## config.mk

```make
export PLATFORM = sky130hd
export DESIGN_NAME = timer_cmd_sender
export DESIGN_NICKNAME = d
export VERILOG_FILES = /design/src/rtl/timer_cmd_sender.sv
export SDC_FILE = /design/constraint.sdc
export NUM_CORES = 1
export LEC_CHECK = 0
export CAP_MARGIN = 20
export CORE_MARGIN = 2
export CORE_UTILIZATION = 60
export CTS_CLUSTER_DIAMETER = 80
export DETAILED_ROUTE_END_ITERATION = 10
export PLACE_DENSITY = 0.8
export SYNTH_ARGS = -nofsm -noshare
export SYNTH_HDL_FRONTEND = slang
export SYNTH_SLANG_ARGS = --single-unit
```

## constraint.sdc

```tcl
create_clock -name clk -period 15 [get_ports clk]
set_input_delay 3 -clock clk [delete_from_list [all_inputs] [get_ports clk]]
set_output_delay 3 -clock clk [all_outputs]
set_load 0.01 [all_outputs]
```

## src/rtl/timer_cmd_sender.sv

```systemverilog
// timer_cmd_sender: serial command initiator for the pattern-triggered delay timer
//  clk, reset         clock and async active-high reset
//  start, delay_in    command request and its 4-bit delay value
//  counting, done     timer status inputs
//  data, ack          serial frame line and 1-cycle acknowledge to the timer
//  busy, cmd_ok, cmd_err, err_code  status reported to the local controller
module timer_cmd_sender #(
  parameter logic [3:0] PATTERN = 4'b1101,
  parameter int CYCLES_PER_UNIT = 1000,
  parameter int START_TIMEOUT = 8,
  parameter int DONE_MARGIN = 16,
  parameter int CLR_TIMEOUT = 2
) (
  input  logic       clk,
  input  logic       reset,
  input  logic       start,
  input  logic [3:0] delay_in,
  input  logic       counting,
  input  logic       done,
  output logic       data,
  output logic       ack,
  output logic       busy,
  output logic       cmd_ok,
  output logic       cmd_err,
  output logic [1:0] err_code
);
  localparam int CW = $clog2(16 * CYCLES_PER_UNIT + DONE_MARGIN + 1);
  typedef enum logic [2:0] {IDLE, SHIFT, WAIT_CNT, WAIT_DONE, ACK, CLR, OK, ERR} state_t;
  state_t state, next;
  logic [3:0] delay;
  logic [6:0] sh;
  logic [2:0] idx;
  logic [CW-1:0] cnt, lim;
  logic [1:0] code_d;
  logic data_d, accept;
  assign accept = state == IDLE && start;
  // compared against the counter value one cycle before the limit is reached
  assign lim = CW'((int'(delay) + 1) * CYCLES_PER_UNIT + DONE_MARGIN - 1);
  always_ff @(posedge clk or posedge reset)
    if (reset) begin
      state <= IDLE;
      delay <= '0;
      sh <= '0;
      idx <= '0;
      cnt <= '0;
      data <= 1'b0;
      ack <= 1'b0;
      busy <= 1'b0;
      cmd_ok <= 1'b0;
      cmd_err <= 1'b0;
      err_code <= 2'b00;
    end else begin
      state <= next;
      delay <= accept ? delay_in : delay;
      sh <= accept ? {PATTERN[2:0], delay_in} : sh << 1;
      idx <= (state == SHIFT && idx != 3'd7) ? idx + 3'd1 : 3'd0;
      // restarts on every state change so each wait phase times itself
      cnt <= (next != state || state == IDLE) ? '0 : cnt + CW'(1);
      data <= data_d;
      ack <= next == ACK;
      busy <= !(next inside {IDLE, OK, ERR});
      cmd_ok <= next == OK;
      cmd_err <= next == ERR;
      err_code <= code_d;
    end
  always_comb begin
    next = state;
    case (state)
      IDLE:      next = start ? SHIFT : IDLE;
      SHIFT:     next = idx == 3'd7 ? WAIT_CNT : SHIFT;
      WAIT_CNT:  next = counting ? WAIT_DONE : done ? ACK : cnt == CW'(START_TIMEOUT - 1) ? ERR : WAIT_CNT;
      WAIT_DONE: next = done ? ACK : cnt == lim ? ERR : WAIT_DONE;
      ACK:       next = CLR;
      CLR:       next = !done ? OK : cnt == CW'(CLR_TIMEOUT - 1) ? ERR : CLR;
      default:   next = IDLE;
    endcase
  end
  always_comb begin
    // bit 0 goes out on the accepting edge; sh[6] always holds the next bit
    data_d = accept ? PATTERN[3] : (state == SHIFT && idx != 3'd7) ? sh[6] : 1'b0;
    code_d = accept ? 2'b00 : next != ERR ? err_code : state == WAIT_CNT ? 2'b01 : state == WAIT_DONE ? 2'b10 : 2'b11;
  end
endmodule

```

==> run metrics <==
Crit Path Class=reg -> reg; Routed WL=6170 µm; Synth cell types=59; Area growth syn-to-layout=8.31%; clock skew=0.00814 ns; # H-tree levels=2; setup_tns=0 ns; Top delay family on crit path=adder cells; CP Max Fanout=14; status=complete, no violations; sequential element share of the synthesized area=31.0%; Worst R2R Setup Slack=9.12 ns; final hold violations=0; post-synthesis xor/xnor area fraction=10.1%; die width=75.6 µm; worst-skew pair later-pin latency=0.29 ns; synthesis-stage register bit count=38; Simple-Gate Fraction of Synth Area=27.0%; Final #Nets=393; max_cap viols=0; Starting Density=61.3%; layout cells sized above 1=8.15%; Worst-Margin Slew=0.982 ns; Initial DRC Count=135; DRC viols=0; Period minus WS final=5.88 ns; Crit path required time=15.15 ns; CP Buf/Inv Count=1; syn nets=387; Final HPWL DP=4740 µm; CP cell instances=ha_1, xnor2_1, inv_1, ha_1, fa_1, fa_1, ha_1, o21ai_0, a2111oi_0, a311oi_1, or4_1, o22ai_2, o211ai_4, a211oi_4, nor2_1; first-pass GRT wire length=9980 µm; startpoint type of the worst setup path=flop; drt pass-1 iters=4; FMAX=170 MHz; Critical Path Source=delay[0]; Via Count=2,418; leading area contributor after synthesis=dfrtp_1; number of buffers created by CTS=5; largest stage delay on the critical path=0.69 ns; critical path endpoint=cnt[2]; final setup fails=0; largest net degree at the start of global routing=39; Post-synth ARST share=100%; Sink Count=38; vias in the first global route=2,239; Wirelength per Cell=14.5 µm; post-synthesis mux area share=2.36%; reg2reg end=cnt[2]; core area=5010 µm²; total gr overflow=0; post-CTS setup buffer count=0; Mapped Cells=349; post-synth top area share=31.0%; Worst path slowest cell=a211oi_4; IO buf count=15; post-synthesis cell area=3070 µm²; Tcrit/Tclk final=39.2%; Data arrival, critical path=6.02 ns; cts repair resizes=0; row count=26; largest cells by area after synthesis=dfrtp_1 31%, ha_1 8.6%, nand2_1 6.5%, xnor2_1 6.3%, fa_1 5.2%; Die Y=75.6 µm; Reg clk slew, reported paths=0.07 ns; adder-cell area share of the yosys netlist=13.8%; RR Startpoint=delay[0]; Post-synth top flop=dfrtp_1; Reg2Reg Depth=15; unrepaired setup endpoints after global routing=no; GRT Overall Usage=23.1%; Die Area=5710 µm²; CTS max path bufs=2; antenna violations before repair=0; critical path depth=15; clock root cell=clkbuf_8; Syn. warnings=0; Ant. Diodes=0; worst min path class=reg -> reg; Post-DRT Antenna Nets=0; largest family of logic cells by synthesized area=simple AND/OR/NAND/NOR gates; relative slew slack=34.6%; Vias/cell=5.68; Worst Setup End Kind=flop; CTS Hold Bufs=0; Syn Area/Cell=8.80 µm²; Final Slew Violations=0; Post-synth EDFFs=0; CTS tree=done; Synth Area in Compound Gates=10.8%; I/O pin count=16; most frequent CP cell=ha_1; GPL Wtd Cong=0.907
[registers in the layout, summed over array words and instances, names as in the netlist]
signal and cells:
cmd_err 1, err_code 2, delay 4, sh 7, state 3, cnt 14, idx 3, cmd_ok 1
ack 1, busy 1, data 1
[metrics by stage]
step | util [%] | instance area, µm² | setup slack [ns] | hold slack (ns) | std cells
after floorplan | - | 3070 | 9.96 | 0.408 | 349
after global placement | 64.6 | 3240 | 9.41 | 0.424 | 418
after detailed placement | 64.6 | 3240 | 9.17 | 0.430 | 418
after CTS | 66.4 | 3330 | 9.13 | 0.448 | 426
after global routing | 66.4 | 3330 | 8.73 | 0.468 | 426
final | 66.4 | 3330 | 9.12 | 0.444 | 426
[cells in the mapped netlist, drive strengths merged, types with 7 or more instances]
cell	number
ha	21
nor4	7
dfrtp	38
xnor2	22
fa	8
nand2	53
xor2	11
a21oi	8
nor2	43
clkbuf	13
nand3	13
inv	18
nand2b	8
[layer usage]
layer | vias up | routed length (µm) | global-route usage (%)
met4 | 0 | 115 | 7.60
met1 | 1140 | 2810 | 31.4
li1 | 1200 | - | -
met3 | 12 | 280 | 5.03
met5 | - | 0 | 0
met2 | 66 | 2960 | 36.9
[cell families (layout without fill, tap and decap cells)]
group           Yosys count  after routing
xor+xnor                 34             34
fa+ha+maj                29             29
compound gates           42             42
mux                       6              6
other cells               1              1
simple gates            164            164
flops                    38             38
buf+inv                  35             42
[placed cells by master, fill, tap and decap left out, types with 10 or more instances in the layout]
| cell type | count |
|---|---|
| xor2_1 | 11 |
| nand2_1 | 53 |
| inv_1 | 18 |
| xnor2_1 | 22 |
| clkdlybuf4s50_1 | 15 |
| nor2_2 | 10 |
| nand3_1 | 13 |
| dfrtp_1 | 38 |
| nor2_1 | 33 |
| ha_1 | 21 |
[cell type report]
cell class / count / area [µm²]
tap: 70 / 87.6
clock buffer: 7 / 86.3
timing repair buffer: 16 / 158
inverter: 18 / 67.6
sequential: 38 / 951
fill: 433 / 1680
multi-input combinational: 276 / 1970
clock inverter: 1 / 5.00
[worst min-delay path by stage]
stage	cells past startpoint	slack, ns	startpoint	end
2_1_floorplan	1	0.41	sh[3]	sh[4]
3_3_place_gp	1	0.42	sh[5]	sh[6]
3_5_place_dp	1	0.43	sh[3]	sh[4]
4_1_cts	1	0.45	sh[5]	sh[6]
5_1_grt	1	0.47	sh[5]	sh[6]
6_report	1	0.44	sh[5]	sh[6]
Power is left out: the tool's default activity adds up to more than one toggle a clock period on the data nets, which glitch-free logic cannot reach.
